File: config.mk
export PLATFORM = sky130hd
export DESIGN_NAME = input_event_debouncer_flat
export DESIGN_NICKNAME = d
export VERILOG_FILES = /design/src/rtl/input_event_debouncer_if.sv /design/src/rtl/input_event_debouncer.sv /design/src/flat_wrapper.sv
export SDC_FILE = /design/constraint.sdc
export NUM_CORES = 1
export LEC_CHECK = 0
export ABC_AREA = 1
export CORE_UTILIZATION = 60
export DETAILED_ROUTE_END_ITERATION = 16
export HOLD_SLACK_MARGIN = 0.15
export PLACE_DENSITY = 0.79
export SYNTH_ARGS = -nofsm -noshare
export SYNTH_HDL_FRONTEND = slang
export SYNTH_SLANG_ARGS = --single-unit
File: constraint.sdc
create_clock -name clk -period 3.2 [get_ports clk]
set_input_delay 0.48 -clock clk [delete_from_list [all_inputs] [get_ports clk]]
set_output_delay 0.48 -clock clk [all_outputs]
set_load 0.005 [all_outputs]
File: src/rtl/input_event_debouncer_if.sv
// Button/event bundle for input_event_debouncer.
// master: the debouncer (drives levels, pulses and the head of the event FIFO).
// slave : the consumer/board side (drives raw buttons and the pop strobe).
interface input_event_debouncer_if #(
    parameter int unsigned NUM_CH  = 13,
    parameter int unsigned CH_W    = 4,
    parameter int unsigned FIFO_AW = 3
) ();
    logic [NUM_CH-1:0]  btn_in;
    logic [NUM_CH-1:0]  btn_level;
    logic [NUM_CH-1:0]  btn_rise;
    logic [NUM_CH-1:0]  btn_fall;
    logic               evt_valid;
    logic [CH_W-1:0]    evt_ch;
    logic               evt_pressed;
    logic               evt_ready;
    logic [FIFO_AW:0]   evt_count;
    logic               evt_overflow;

    modport master (
        input  btn_in, evt_ready,
        output btn_level, btn_rise, btn_fall,
               evt_valid, evt_ch, evt_pressed, evt_count, evt_overflow
    );

    modport slave (
        output btn_in, evt_ready,
        input  btn_level, btn_rise, btn_fall,
               evt_valid, evt_ch, evt_pressed, evt_count, evt_overflow
    );
endinterface

File: src/rtl/input_event_debouncer.sv
// Multi-channel button conditioner: 2-flop sync, stable-count debounce,
// rise/fall pulses, and a FWFT event FIFO of {channel, pressed} level changes.
// Optional auto-repeat of held presses: define INPUT_EVT_AUTO_REPEAT_EN.
module input_event_debouncer #(
    parameter int unsigned NUM_CH        = 13,
    parameter int unsigned CH_W          = 4,
    parameter int unsigned CNT_W         = 20,
    parameter int unsigned STABLE_CNT    = 500000,
    parameter int unsigned FIFO_AW       = 3,
    parameter int unsigned REPEAT_DELAY  = 25000000,
    parameter int unsigned REPEAT_PERIOD = 5000000
) (
    input  logic                       clk,
    input  logic                       rst,
    input_event_debouncer_if.master    bus
);
    localparam int unsigned DEPTH = 1 << FIFO_AW;
    localparam int unsigned EW    = CH_W + 1;

    logic [NUM_CH-1:0]  r_s1, r_s2, r_level, r_rise, r_fall;
    logic [CNT_W-1:0]   r_cnt [NUM_CH];
    logic [NUM_CH-1:0]  r_pend, r_pdir;
    logic               r_ovf;

    logic [EW-1:0]      r_mem [DEPTH];
    logic [FIFO_AW-1:0] r_wr, r_rd;
    logic [FIFO_AW:0]   r_count;

    logic [NUM_CH-1:0]  w_chg, w_rep, w_set, w_set_dir;
    logic               w_pop, w_push, w_any, w_valid;
    logic [CH_W-1:0]    w_idx;
    logic [EW-1:0]      w_head;

    // Accept a change once the synchronised input has differed for STABLE_CNT cycles
    always_comb begin
        w_chg = '0;
        for (int unsigned i = 0; i < NUM_CH; i++)
            w_chg[i] = (r_s2[i] != r_level[i]) && (r_cnt[i] == CNT_W'(STABLE_CNT - 1));
    end

    // Synchroniser, debounce counters, debounced level and edge pulses
    always_ff @(posedge clk) begin
        if (rst) begin
            r_s1    <= '0;
            r_s2    <= '0;
            r_level <= '0;
            r_rise  <= '0;
            r_fall  <= '0;
            for (int unsigned i = 0; i < NUM_CH; i++) r_cnt[i] <= '0;
        end else begin
            r_s1   <= bus.btn_in;
            r_s2   <= r_s1;
            r_rise <= '0;
            r_fall <= '0;
            for (int unsigned i = 0; i < NUM_CH; i++) begin
                if (r_s2[i] == r_level[i]) begin
                    r_cnt[i] <= '0;
                end else if (w_chg[i]) begin
                    r_cnt[i]   <= '0;
                    r_level[i] <= r_s2[i];
                    r_rise[i]  <= r_s2[i];
                    r_fall[i]  <= ~r_s2[i];
                end else begin
                    r_cnt[i] <= r_cnt[i] + CNT_W'(1);
                end
            end
        end
    end

`ifdef INPUT_EVT_AUTO_REPEAT_EN
    logic [31:0]       r_hold [NUM_CH];
    logic [NUM_CH-1:0] r_started;

    // Synthetic press after REPEAT_DELAY held cycles, then every REPEAT_PERIOD
    always_comb begin
        w_rep = '0;
        for (int unsigned i = 0; i < NUM_CH; i++)
            w_rep[i] = r_level[i] && !w_chg[i] &&
                       (r_started[i] ? (r_hold[i] == REPEAT_PERIOD - 1)
                                     : (r_hold[i] == REPEAT_DELAY - 1));
    end

    // Hold counters restart on every accepted change and idle while released
    always_ff @(posedge clk) begin
        if (rst) begin
            r_started <= '0;
            for (int unsigned i = 0; i < NUM_CH; i++) r_hold[i] <= '0;
        end else begin
            for (int unsigned i = 0; i < NUM_CH; i++) begin
                if (w_chg[i] || !r_level[i]) begin
                    r_hold[i]    <= '0;
                    r_started[i] <= 1'b0;
                end else if (w_rep[i]) begin
                    r_hold[i]    <= '0;
                    r_started[i] <= 1'b1;
                end else begin
                    r_hold[i] <= r_hold[i] + 32'd1;
                end
            end
        end
    end
`else
    assign w_rep = '0;
`endif

    // Pend sources, lowest-index push arbitration and FIFO handshake
    always_comb begin
        w_set     = w_chg | w_rep;
        w_set_dir = '0;
        for (int unsigned i = 0; i < NUM_CH; i++)
            w_set_dir[i] = w_chg[i] ? r_s2[i] : 1'b1;
        w_any = 1'b0;
        w_idx = '0;
        for (int unsigned i = NUM_CH; i > 0; i--) begin
            if (r_pend[i-1]) begin
                w_any = 1'b1;
                w_idx = CH_W'(i - 1);
            end
        end
        w_valid = (r_count != '0);
        w_pop   = w_valid && bus.evt_ready;
        w_push  = w_any && ((r_count != (FIFO_AW+1)'(DEPTH)) || w_pop);
    end

    // Pending bits: a new change beats the push clear; overwriting an unpushed event is an overflow
    always_ff @(posedge clk) begin
        if (rst) begin
            r_pend <= '0;
            r_pdir <= '0;
            r_ovf  <= 1'b0;
        end else begin
            for (int unsigned i = 0; i < NUM_CH; i++) begin
                if (w_set[i]) begin
                    r_pend[i] <= 1'b1;
                    r_pdir[i] <= w_set_dir[i];
                    if (r_pend[i] && !(w_push && (w_idx == CH_W'(i))))
                        r_ovf <= 1'b1;
                end else if (w_push && (w_idx == CH_W'(i))) begin
                    r_pend[i] <= 1'b0;
                end
            end
        end
    end

    // FIFO storage (contents need no reset; the head is masked while empty)
    always_ff @(posedge clk) begin
        if (w_push) r_mem[r_wr] <= {w_idx, r_pdir[w_idx]};
    end

    // FIFO pointers and occupancy
    always_ff @(posedge clk) begin
        if (rst) begin
            r_wr    <= '0;
            r_rd    <= '0;
            r_count <= '0;
        end else begin
            if (w_push) r_wr <= r_wr + FIFO_AW'(1);
            if (w_pop)  r_rd <= r_rd + FIFO_AW'(1);
            case ({w_push, w_pop})
                2'b10:   r_count <= r_count + (FIFO_AW+1)'(1);
                2'b01:   r_count <= r_count - (FIFO_AW+1)'(1);
                default: r_count <= r_count;
            endcase
        end
    end

    assign w_head           = r_mem[r_rd];
    assign bus.btn_level    = r_level;
    assign bus.btn_rise     = r_rise;
    assign bus.btn_fall     = r_fall;
    assign bus.evt_valid    = w_valid;
    assign bus.evt_ch       = w_valid ? w_head[EW-1:1] : '0;
    assign bus.evt_pressed  = w_valid & w_head[0];
    assign bus.evt_count    = r_count;
    assign bus.evt_overflow = r_ovf;
endmodule

File: src/flat_wrapper.sv
// flat-port wrapper written by rule: the top's interface ports become plain ports
module input_event_debouncer_flat 
#(
    parameter int unsigned NUM_CH        = 13,
    parameter int unsigned CH_W          = 4,
    parameter int unsigned CNT_W         = 20,
    parameter int unsigned STABLE_CNT    = 500000,
    parameter int unsigned FIFO_AW       = 3,
    parameter int unsigned REPEAT_DELAY  = 25000000,
    parameter int unsigned REPEAT_PERIOD = 5000000
)
  (clk, rst, bus_btn_in, bus_evt_ready, bus_btn_level, bus_btn_rise, bus_btn_fall, bus_evt_valid, bus_evt_ch, bus_evt_pressed, bus_evt_count, bus_evt_overflow);
  input_event_debouncer_if #(.NUM_CH(NUM_CH), .CH_W(CH_W), .FIFO_AW(FIFO_AW)) bus_i ();
  input  logic clk;
  input  logic rst;
  input wire logic [$bits(bus_i.btn_in)-1:0] bus_btn_in;
  input wire logic [$bits(bus_i.evt_ready)-1:0] bus_evt_ready;
  output wire logic [$bits(bus_i.btn_level)-1:0] bus_btn_level;
  output wire logic [$bits(bus_i.btn_rise)-1:0] bus_btn_rise;
  output wire logic [$bits(bus_i.btn_fall)-1:0] bus_btn_fall;
  output wire logic [$bits(bus_i.evt_valid)-1:0] bus_evt_valid;
  output wire logic [$bits(bus_i.evt_ch)-1:0] bus_evt_ch;
  output wire logic [$bits(bus_i.evt_pressed)-1:0] bus_evt_pressed;
  output wire logic [$bits(bus_i.evt_count)-1:0] bus_evt_count;
  output wire logic [$bits(bus_i.evt_overflow)-1:0] bus_evt_overflow;
  assign bus_i.btn_in = bus_btn_in;
  assign bus_i.evt_ready = bus_evt_ready;
  assign bus_btn_level = bus_i.btn_level;
  assign bus_btn_rise = bus_i.btn_rise;
  assign bus_btn_fall = bus_i.btn_fall;
  assign bus_evt_valid = bus_i.evt_valid;
  assign bus_evt_ch = bus_i.evt_ch;
  assign bus_evt_pressed = bus_i.evt_pressed;
  assign bus_evt_count = bus_i.evt_count;
  assign bus_evt_overflow = bus_i.evt_overflow;
  input_event_debouncer #(.NUM_CH(NUM_CH), .CH_W(CH_W), .CNT_W(CNT_W), .STABLE_CNT(STABLE_CNT), .FIFO_AW(FIFO_AW), .REPEAT_DELAY(REPEAT_DELAY), .REPEAT_PERIOD(REPEAT_PERIOD)) u_core (.clk(clk), .rst(rst), .bus(bus_i));
endmodule
======== Word level (Yosys, flattened, before mapping) ========
Memories as Yosys holds them, arrays and structs flattened. A register that Yosys moved wholly into a read port is not among the register bits.
Index checks and enable logic that the tools add are counted.
storage, ports and cells
  register bits ........................... 102
  RAM bits ................................ 300
  input bits .............................. 16
  output and inout port bits .............. 50
  memories ................................ 2
memories
  name          words  bits a word  rd ports  clocked after Yosys merged registers in  wr ports  line                         text
  u_core.r_cnt  13     20           13        0                                        13        input_event_debouncer.sv:21  logic [CNT_W-1:0] r_cnt [NUM_CH];
  u_core.r_mem  8      5            1         1                                        1         input_event_debouncer.sv:25  logic [EW-1:0] r_mem [DEPTH];
cells by class
  add/subtract/negate cells ............... 17
  magnitude comparators ................... 1
  equal/unequal tests ..................... 54
  muxes and demuxes ....................... 272
  bitwise operators ....................... 79
  reductions and logical operators ........ 97
operator list
  operator                 number
  $mux W20                 39
  $add A20 B1 Y20 const B  13
  $eq A20 B19 Y1 const B   13
  $mux W1                  215
  $mux W4                  14
  $logic_and A1 B1 Y1      41
  $not A1 Y1               39
  $or A1 B1 Y1             39
  $reduce_or A3 Y1         13
  $reduce_bool A2 Y1       14
  $reduce_and A2 Y1        13
  $eq A4 B4 Y1 const B     5
  $eq A4 B3 Y1 const B     4
  $eq A1 B1 Y1             13
  $logic_not A1 Y1         13
  $ne A1 B1 Y1             13
  $eq A4 B2 Y1 const B     2
  $pmux W4 S2              1
  $add A3 B1 Y3 const B    2
  $mux W3                  2
  $lt A4 B5 Y1 const B     1
  $add A4 B1 Y4 const B    1
  $bmux W1 S4              1
  $eq A4 B1 Y1 const B     1
  other kinds (8)          8

======== Logic depth before layout (Yosys ltp) ========
Gate-level depths: netlist (run 1).
  word-level depth ........................ 45
  gate-level depth with buffers ........... 20

======== Least setup slack after synthesis (run 1) ========
OpenSTA, ideal clock, no wires.
  kind .................................... reg2reg
  start point ............................. mem u_core.r_cnt[1][0] (netlist: u_core.r_cnt[0][20])
  end point ............................... mem u_core.r_cnt[1][18] (netlist: u_core.r_cnt[0][38]) (data pin)
  setup time .............................. 259 ps
  arrival ................................. 1718 ps
  required time ........................... 2941 ps
  slack ................................... 1224 ps
  stages on the path, launching flop included .. 13
  path buffers ............................ 0
  clock period less this slack ............ 1976 ps
  path through ............................ edfxtp_1 -> ha_1 -> nand2_1 -> inv_1 -> nand2_1 -> nor2_1 -> nand2_1 -> nor3_2 -> nand2_1 -> nor3_1 -> nand4_1 -> o21ai_0 -> a21oi_1
RTL lines
  what             line
  start, declared  input_event_debouncer.sv:21

==> results of run 1 <==
==> per-stage QoR <==
stage / hold WS (ns) / total power [mW] / util / instance area (um2)
2_1_floorplan: 0.3883 / 6.569 / - / 20770
3_3_place_gp: 0.3903 / 6.913 / 0.6708 / 21820
3_5_place_dp: 0.3924 / 6.965 / 0.6708 / 21820
4_1_cts: 0.3550 / 11.99 / 0.7157 / 23280
5_1_grt: 0.3660 / 12.38 / 0.7161 / 23300
6_report: 0.3714 / 11.94 / 0.7161 / 23300
==> flip-flops by register name, summed over array words and instances, names as in the netlist, 4 cells and up, named ones only <==
name	cells
u_core.bus.btn_fall	13
u_core.bus.btn_level	7
u_core.bus.btn_rise	13
u_core.bus.evt_count	4
u_core.r_cnt	260
u_core.r_mem	40
u_core.r_pdir	7
u_core.r_pend	13
u_core.r_s1	13
u_core.r_s2	13
==> how the worst min path moves through the flow <==
stage	from	endpoint	slack, ns
3_3_place_gp	u_core.r_s1[5]	u_core.r_s2[5]	0.39
4_1_cts	rst	u_core.r_s2[9]	0.36
5_1_grt	rst	u_core.r_s1[11]	0.37
6_report	rst	u_core.r_s1[11]	0.37
2_1_floorplan	u_core.r_s1[0]	u_core.r_s2[0]	0.39
3_5_place_dp	u_core.r_s1[0]	u_core.r_s2[0]	0.39
==> power by group through the flow <==
stage                     sequential (mW)  combinational, mW  clock [mW]
after floorplan                      5.91              0.655           0
after global placement               5.97              0.943           0
after detailed placement             5.98              0.981           0
after CTS                            5.88              0.989        5.12
after global routing                 5.92               1.15        5.31
final                                5.89              0.999        5.05
==> kinds of logic after synthesis <==
| logic type | Yosys count |
|---|---|
| simple gates | 1053 |
| other cells | 1 |
| compound gates | 305 |
| buf+inv | 390 |
| xor+xnor | 52 |
| flops | 393 |
| fa+ha+maj | 18 |
==> layer usage <==
layer | part of all wire | wire length, um | vias to the layer above | track usage
li1 | - | - | 7870 | -
met1 | 0.44 | 17100 | 7100 | 0.3095
met2 | 0.50 | 19500 | 322 | 0.4255
met3 | 0.045 | 1769 | 63 | 0.03249
met4 | 0.023 | 906 | 0 | 0.06900
met5 | 0 | 0 | - | 0
==> final cells by class <==
| type | count | area (um2) |
|---|---|---|
| Clock inverter | 19 | 180.2 |
| Sequential cell | 393 | 10870 |
| Timing Repair inverter | 1 | 5.005 |
| Tap cell | 442 | 553.0 |
| Timing Repair Buffer | 75 | 720.7 |
| Multi-Input combinational cell | 1688 | 8378 |
| Inverter | 347 | 1310 |
| Clock buffer | 58 | 1280 |
| Fill cell | 2496 | 9238 |
==> synthesized netlist by cell type, types with 12 or more instances <==
| cell | count | area [um2] |
|---|---|---|
| nor3b_1 | 28 | 210.2 |
| ha_1 | 17 | 212.7 |
| nor3_1 | 77 | 385.4 |
| edfxtp_1 | 300 | 9009 |
| nand4_1 | 50 | 312.8 |
| o21ai_0 | 86 | 430.4 |
| dfxtp_1 | 93 | 1862 |
| nand2_1 | 312 | 1171 |
| xnor2_1 | 13 | 113.9 |
| inv_2 | 19 | 71.32 |
| nand3_1 | 107 | 535.5 |
| nor2_1 | 333 | 1250 |
| a21oi_1 | 152 | 760.7 |
| xor2_1 | 39 | 341.6 |
| nor3_2 | 12 | 120.1 |
| o21a_1 | 23 | 172.7 |
| clkbuf_1 | 20 | 75.07 |
| inv_1 | 322 | 1209 |
| nand3_2 | 13 | 130.1 |
| nor4_1 | 36 | 225.2 |
| buf_4 | 12 | 90.09 |
| nor2_2 | 31 | 193.9 |
| nand2_2 | 16 | 100.1 |
==> repair_timing <==
action | CTS | global route
setup endpoints to repair | 0 | 2
resized for setup | 0 | 3
hold buffers | 0 | 0
hold endpoints to repair | 0 | 0
==> critical path, cell delays in order, from the launching register on <==
cell	delay, ns
dfxtp_1	0.62
clkinvlp_4	0.35
nor2_1	0.16
o21ai_0	0.09
a31oi_1	0.25
clkdlybuf4s50_1	0.54
==> results.cfg, run 1 <==
[power_and_ir_drop]
seq_power_share = 0.493
share_comb_of_total_power = 0.084
power.static_leakage_nw = 9.291
ir_worst_vdd_mv = 0.4707
p_sw_mw = 2.805
share_clk_of_total_power = 0.423
p_per_area_nw_per_um2 = 512.5
netSwitchingFraction = 0.2349
p_int_mw = 9.136

[routing]
drc = 0
num_vias = 15360
wl_per_cell_um = 12.99
wirelength_mm = 39.27
dr.first_iter.drc_count = 979
postRouteAntennaNets = 0
drt_pass1_iterations = 5
viasPerCell = 5.079

[yosys]
ys_warn_count = 0
postSynth.asyncResetShare = 0
synth_cell_type_count = 53
mappedNetlistArea_um2 = 19800
ys_seq_area_frac = 0.5491
syn-instance-count = 2212
synth_top_family_by_area = simple AND/OR/NAND/NOR gates
ys_dominant_reg_cell = edfxtp_1
synth-edff-count = 300
synth_area_in_simple_gates = 0.2543
avgSynthCellArea_um2 = 8.949
synth_compound_area_frac = 0.08482
ys_ff_latch = 393
synth_mux_area_frac = 0
synth_xor_xnor_area_share = 0.02301
synthesized_area_fraction_occupied_by_adder_cells = 0.01176

[timing]
maxSlewHeadroom = 0.5176
fin_worst_skew_ns = 0.01765
hold_violations = 0
fin_crit_ns = 3.018
fin_crit_sh = 0.9432
report.final.slew_viol_count = 0
setup_viol_count_final = 0
achievable-frequency_mhz = 331.3
grt_setup_unrepaired = no
worst_slew_pin_slew_ns = 0.7188
fin_tns_setup_ns = 0
finalWorstSetupSlack_ns = 0.1818

[placement]
numPlacedInstances = 2945
io_buffers = 65
place.detailed.hpwl_mm = 29.04
preCtsSetupSlack_ns = 0.7172
routabilityCongestion = 0.9156

[critical_path]
worst_ep_arrival_ns = 2.54
worstReg2RegStart = u_core.r_pend[11]
timing.setup.critical_path_class = flop to output port
endpoint_kind = output port
worst_ep_required_time_ns = 2.72
crit-reg2reg-capture = u_core.r_mem[7][0]
timing.critical_path.fanout_max = 11
type_of_element_launching_the_critical_path = flop
cp-endpoint = bus_evt_pressed
reg2regPathDepth = 17
reg2reg_setup_slack_ns = 0.70

[die]
initial_utilization = 0.6084
ioPinCount = 66
chipWidth_um = 183.6
num_rows = 66
core_area_um2 = 32540
dieArea_um2 = 33720
die_height_um = 183.6

[global_route]
grt_pass1_wl_mm = 67.10
globalRouteOverflowTotal = 0
gr-usage-all-layers = 0.2412
antenna_found_initial = 0
grt_max_degree = 38
via_count_of_the_first_global_routing_pass = 14880

[clock_tree]
cts_root_buffer = clkbuf_16
cts_max_level = 2
worstSkewPairLatency_ns = 0.53
tritoncts.num_buffers = 42
numClockSinks = 393
max-clock-path-buffers = 3
clk_transition_reported_paths_ns = 0.06
cts_tree = done
post-cts-setup-buffers = 0

[worst_hold_path]
whs_path_depth = 2
min-delay-path-class = input pin to flop

[finish]
drive_above_1_share = 0.08175
count_of_antenna_diodes_in_the_layout = 0
fin_cells = 3023
layout.cells.most_common = nor2_1
flow.area_growth_from_synthesis_pct = 17.70
layout.cells.most_common_list = 333 x nor2_1, 321 x inv_1, 312 x nand2_1
total_number_of_nets_in_the_final_design = 2582

[job]
maxCapViolations = 0

[run_status]
run_status = finished clean
Note: power is estimated with default switching activity, not from simulation.
==> run 2, diff against run 1 <==
CORE_UTILIZATION = 56   (was 60)
PLACE_DENSITY = 0.78   (was 0.79)
clock period = 2.4 ns   (was 3.2 ns; I/O delays follow)
==> results.cfg, run 2 (same netlist as run 1, synthesis figures left out) <==
[routing]
drt_pass1_iterations = 6
postRouteAntennaNets = 0
wl_per_cell_um = 13.11
wirelength_mm = 40.19
num_vias = 15500
viasPerCell = 5.056
dr.first_iter.drc_count = 1006
drc = 0

[worst_hold_path]
min-delay-path-class = input pin to flop

[finish]
layout.cells.most_common = nor2_1
largest_reg_flops = 260
max_flop_register = u_core.r_cnt
total_number_of_nets_in_the_final_design = 2609
fin_cells = 3065
top_regs = u_core.r_cnt: 260 flops, u_core.r_mem: 40 flops
drive_above_1_share = 0.1034
final.fill_count = 2638
count_of_antenna_diodes_in_the_layout = 0
layout.cells.most_common_list = 322 x nor2_1, 320 x inv_1, 309 x nand2_1
flow.area_growth_from_synthesis_pct = 20.31
post-route-util = 0.6877

[timing]
maxSlewHeadroom = 0.6475
report.final.slew_viol_count = 0
setup_viol_count_final = 0
fin_worst_skew_ns = 0.02401
fin_crit_sh = 0.9481
fin_crit_ns = 2.275
worst_slew_pin_slew_ns = 0.5267
achievable-frequency_mhz = 439.5
hold_violations = 0
finalWorstSetupSlack_ns = 0.1246

[critical_path]
reg2regPathDepth = 12
worstSetupStartpoint = u_core.r_cnt[2][61]
endpoint_kind = flop
crit-reg2reg-capture = u_core.r_cnt[2][74]
worstReg2RegStart = u_core.r_cnt[2][61]
worst_ep_arrival_ns = 2.59
timing.setup.critical_path_class = flop to flop
cp-endpoint = u_core.r_cnt[2][74]
timing.critical_path.fanout_max = 4
reg2reg_setup_slack_ns = 0.12
worst_ep_required_time_ns = 2.71
type_of_element_launching_the_critical_path = flop

[power_and_ir_drop]
ir_worst_vdd_mv = 0.5928
p_per_area_nw_per_um2 = 689.1
power.static_leakage_nw = 9.533

[die]
num_rows = 68
chipWidth_um = 190.0
dieArea_um2 = 36100
core_area_um2 = 34630
ioPinCount = 66
die_height_um = 190.0
initial_utilization = 0.5717

[job]
maxCapViolations = 0

[global_route]
via_count_of_the_first_global_routing_pass = 14640
globalRouteOverflowTotal = 0
grt.met1_usage = 0.2872
globalRoute.busiestLayer = met2
grtUsageMet3 = 0.03413
antenna_found_initial = 0
gr-usage-all-layers = 0.2250
grt_max_degree = 24
grt_pass1_wl_mm = 66.86
met2_usage = 0.3890

[placement]
numPlacedInstances = 2980
routabilityCongestion = 0.9553
place.detailed.hpwl_mm = 29.71
preCtsSetupSlack_ns = 0.09457
io_buffers = 65

[clock_tree]
clk_transition_reported_paths_ns = 0.06
max-clock-path-buffers = 3
numClockSinks = 393
tritoncts.num_buffers = 43
cts_tree = done
cts_root_buffer = clkbuf_16
cts-hold-fix-buffers = 0
worstSkewPairLatency_ns = 0.56
cts_max_level = 2

[run_status]
run_status = finished clean
run 2: worst min-delay path by stage:
stage                           endpoint            from  depth (start not counted)
after floorplan           u_core.r_s2[0]  u_core.r_s1[0]                          2
after global placement    u_core.r_s2[3]  u_core.r_s1[3]                          2
after detailed placement  u_core.r_s2[3]  u_core.r_s1[3]                          2
after CTS                 u_core.r_s1[2]             rst                          2
after global routing      u_core.r_s1[2]             rst                          2
final                     u_core.r_s1[2]             rst                          2
run 2: area by class of cell:
class	count	area [um2]	area share
clock inverter	20	296.5	0.01245
multi-input combinational	1688	8532	0.3583
clock buffer	60	1274	0.05348
tap	455	569.3	0.02390
inverter	347	1306	0.05485
timing repair buffer	102	958.4	0.04024
sequential	393	10880	0.4568
run 2: critical path, cell delays in order (launching register included):
cell and delay, ns:
edfxtp_1 0.38, ha_2 0.20, nand2_1 0.08, nor2_2 0.16, inv_2 0.05, nor2_2 0.12
nand2_2 0.09, nor3_4 0.21, nand3_2 0.16, nor4_4 0.30, nand2_1 0.10, o21ai_1 0.13
a21oi_1 0.05
run 2: metal layers:
metal | wire length [um] | up-vias
li1 | - | 7923
met1 | 17560 | 7155
met2 | 19580 | 332
met5 | 0 | -
met4 | 1213 | 0
met3 | 1830 | 87
run 2: per-stage QoR:
stage	hold WS [ns]	setup TNS, ns	area (um2)	total power, mW
after global placement	0.3909	0	22040	9.252
after CTS	0.2136	0	23630	16.51
final	0.2126	0	23820	16.41
after floorplan	0.3883	0	20770	8.759
after detailed placement	0.3987	0	22040	9.319
after global routing	0.2246	-0.1264	23820	17.03
run 2: power breakdown:
group	switching [mW]	total, mW	internal, mW
clock network	2.73	7.21	4.49
logic	0.826	1.35	0.522
registers	0.275	7.85	7.58
run 2: what timing repair did:
item,in CTS,in global routing
resized for setup,15,38
buffers inserted,0,5
setup endpoints to repair,5,30
hold endpoints to repair,0,0
pin swaps,2,9
==> run 3, diff against run 2 <==
ABC_AREA = not set   (was 1)
==> results.cfg, run 3 <==
[global_route]
grt_max_degree = 46
grt_pass1_wl_mm = 65.11
via_count_of_the_first_global_routing_pass = 13690
antenna_found_initial = 0
gr-usage-all-layers = 0.2262
globalRouteOverflowTotal = 0

[yosys]
yosys-top-cells-area = edfxtp_1 47%, dfxtp_1 9.8%, nor2_1 7.6%
ys_warn_count = 0
netlist.top_cell.by_area = edfxtp_1
synth-edff-count = 300
syn-instance-count = 1776
ys_seq_area_frac = 0.5693
ys_dominant_reg_cell = edfxtp_1
mappedNetlistArea_um2 = 19090
synth.most_common_cell = nor2_1
synth_cell_type_count = 66
avgSynthCellArea_um2 = 10.75
synth_top_cells_by_count = 387 x nor2_1, 300 x edfxtp_1, 129 x xor2_1, 118 x xnor2_1, 112 x nand2_1
postSynth.asyncResetShare = 0
netlist.area_leader.share = 0.4718
ys_ff_latch = 393

[clock_tree]
clk_transition_reported_paths_ns = 0.06
numClockSinks = 393
cts_max_level = 2
cts_tree = done
cts_root_buffer = clkbuf_16
cts-hold-fix-buffers = 0
tritoncts.num_buffers = 43
max-clock-path-buffers = 3
worstSkewPairLatency_ns = 0.53

[timing]
maxSlewHeadroom = 0.5277
fin_crit_sh = 0.9726
fin_crit_ns = 2.334
grt_setup_unrepaired = yes
achievable-frequency_mhz = 428.4
fin_worst_skew_ns = 0.007516
setup_viol_count_final = 0
finalWorstSetupSlack_ns = 0.06577
worst_slew_pin_slew_ns = 0.7025
hold_violations = 0
report.final.slew_viol_count = 0

[routing]
postRouteAntennaNets = 0
drt_pass1_iterations = 5
num_vias = 13780
viasPerCell = 5.172
wirelength_mm = 38.97
dr.first_iter.drc_count = 866
drc = 0
wl_per_cell_um = 14.62

[placement]
preCtsSetupSlack_ns = -0.1577
io_buffers = 65
numPlacedInstances = 2583
place.detailed.hpwl_mm = 28.04
dpl_cell_area_um2 = 21790
routabilityCongestion = 0.9067

[die]
core_area_um2 = 33530
initial_utilization = 0.5694
num_rows = 67
ioPinCount = 66
chipWidth_um = 186.7
die_height_um = 186.7
dieArea_um2 = 34840

[power_and_ir_drop]
share_comb_of_total_power = 0.077
p_sw_mw = 3.444
p_int_mw = 12.19
seq_power_share = 0.499
p_per_area_nw_per_um2 = 669.5
share_clk_of_total_power = 0.425
netSwitchingFraction = 0.2204
power.static_leakage_nw = 8.411
ir_worst_vdd_mv = 0.4968

[finish]
layout.cells.most_common_list = 387 x nor2_1, 300 x edfxtp_1, 260 x conb_1
top_regs = u_core.r_cnt: 260 flops, u_core.r_mem: 40 flops
drive_above_1_share = 0.1010
largest_reg_flops = 260
fin_cells = 2665
total_number_of_nets_in_the_final_design = 2220
layout.cells.most_common = nor2_1
flow.area_growth_from_synthesis_pct = 22.28
count_of_antenna_diodes_in_the_layout = 0
max_flop_register = u_core.r_cnt
final_cell_area_um2 = 23350

[critical_path]
timing.setup.critical_path_class = flop to flop
endpoint_kind = flop
type_of_element_launching_the_critical_path = flop
reg2regPathDepth = 6
worst_ep_required_time_ns = 2.86
worst_ep_arrival_ns = 2.80
timing.critical_path.fanout_max = 3

[worst_hold_path]
min-delay-path-class = input pin to flop
whs_path_depth = 2

[job]
maxCapViolations = 0

[run_status]
run_status = finished clean
run 3: cell types whose count changed in the layout (fill, tap and decap cells not counted), moves of 29 or more:
cell,delta
o21ai_0,-66
buf_4,+61
and3_1,+29
nor2_2,-38
nand2_1,-198
a21oi_1,-131
xor2_1,+90
nor2_1,+65
xnor2_1,+105
inv_1,-276
nor3_1,-43
nor2b_1,+48
run 3: logic make-up (layout without fill, tap and decap cells):
group	after synthesis	in the layout	synth area share
buf+inv	106	288	0.02470
simple gates	903	903	0.2307
compound gates	79	79	0.02772
mux	29	29	0.02182
xor+xnor	247	247	0.1133
flops	393	393	0.5693
fa+ha+maj	18	18	0.01219
other cells	1	260	0.0001964
run 3: metal layers:
layer / track usage / vias up / wire length [um]
met1: 0.2905 / 6595 / 17100
met3: 0.03555 / 62 / 1690
li1: - / 6843 / -
met2: 0.3960 / 283 / 19280
met4: 0.06400 / 0 / 902
met5: 0 / - / 0
run 3: area by class of cell:
cell class                      instances  area, um2
Clock buffer                           58       1236
Clock inverter                         18      193.9
Fill cell                            2512      10180
Inverter                               45      168.9
Multi-Input combinational cell       1536       8842
Sequential cell                       393      10880
Tap cell                              448      560.5
Timing Repair Buffer                  167       1470
run 3: power groups by stage:
| stage | sequential, mW | clock, mW | combinational [mW] |
|---|---|---|---|
| after CTS | 7.79 | 6.76 | 1.19 |
| final | 7.79 | 6.64 | 1.20 |
| after global placement | 7.91 | 0 | 1.13 |
| after floorplan | 7.87 | 0 | 0.714 |
| after detailed placement | 7.93 | 0 | 1.16 |
| after global routing | 7.83 | 7.00 | 1.33 |
run 3: critical path, stage by stage (launching register included):
cell	delay, ns
edfxtp_1	0.40
or4b_1	0.51
or3_1	0.36
or4_4	0.55
a311oi_2	0.24
nor4_1	0.09
a31oi_1	0.12
run 3: repair_timing:
item,in CTS,in global routing
buffers inserted,3,2
setup endpoints to repair,26,58
gates cloned,1,0
pin swaps,0,2
endpoints found under the hold margin,0,0
resized for setup,21,18
run 3: path summary, 6_finish.rpt:
| check | endpoint | slack (ns) | start |
|---|---|---|---|
| setup / recovery | u_core.bus.evt_overflow | 0.07 | u_core.r_cnt[1][32] |
| hold / removal | u_core.r_s1[1] | 0.31 | rst |
| setup reg to reg | u_core.bus.evt_overflow | 0.07 | u_core.r_cnt[1][32] |
| hold reg to reg | u_core.r_s2[8] | 0.44 | u_core.r_s1[8] |
run 3: metrics by stage:
step | util | TNS [ns] | power (mW) | hold WS [ns]
6_report | 0.6963 | 0 | 15.63 | 0.3090
3_5_place_dp | 0.6498 | -1.831 | 9.084 | 0.4286
2_1_floorplan | - | 0 | 8.587 | 0.4138
3_3_place_gp | 0.6498 | -0.7653 | 9.040 | 0.4173
5_1_grt | 0.6963 | -0.06417 | 16.16 | 0.3190
4_1_cts | 0.6948 | -0.04051 | 15.73 | 0.2859
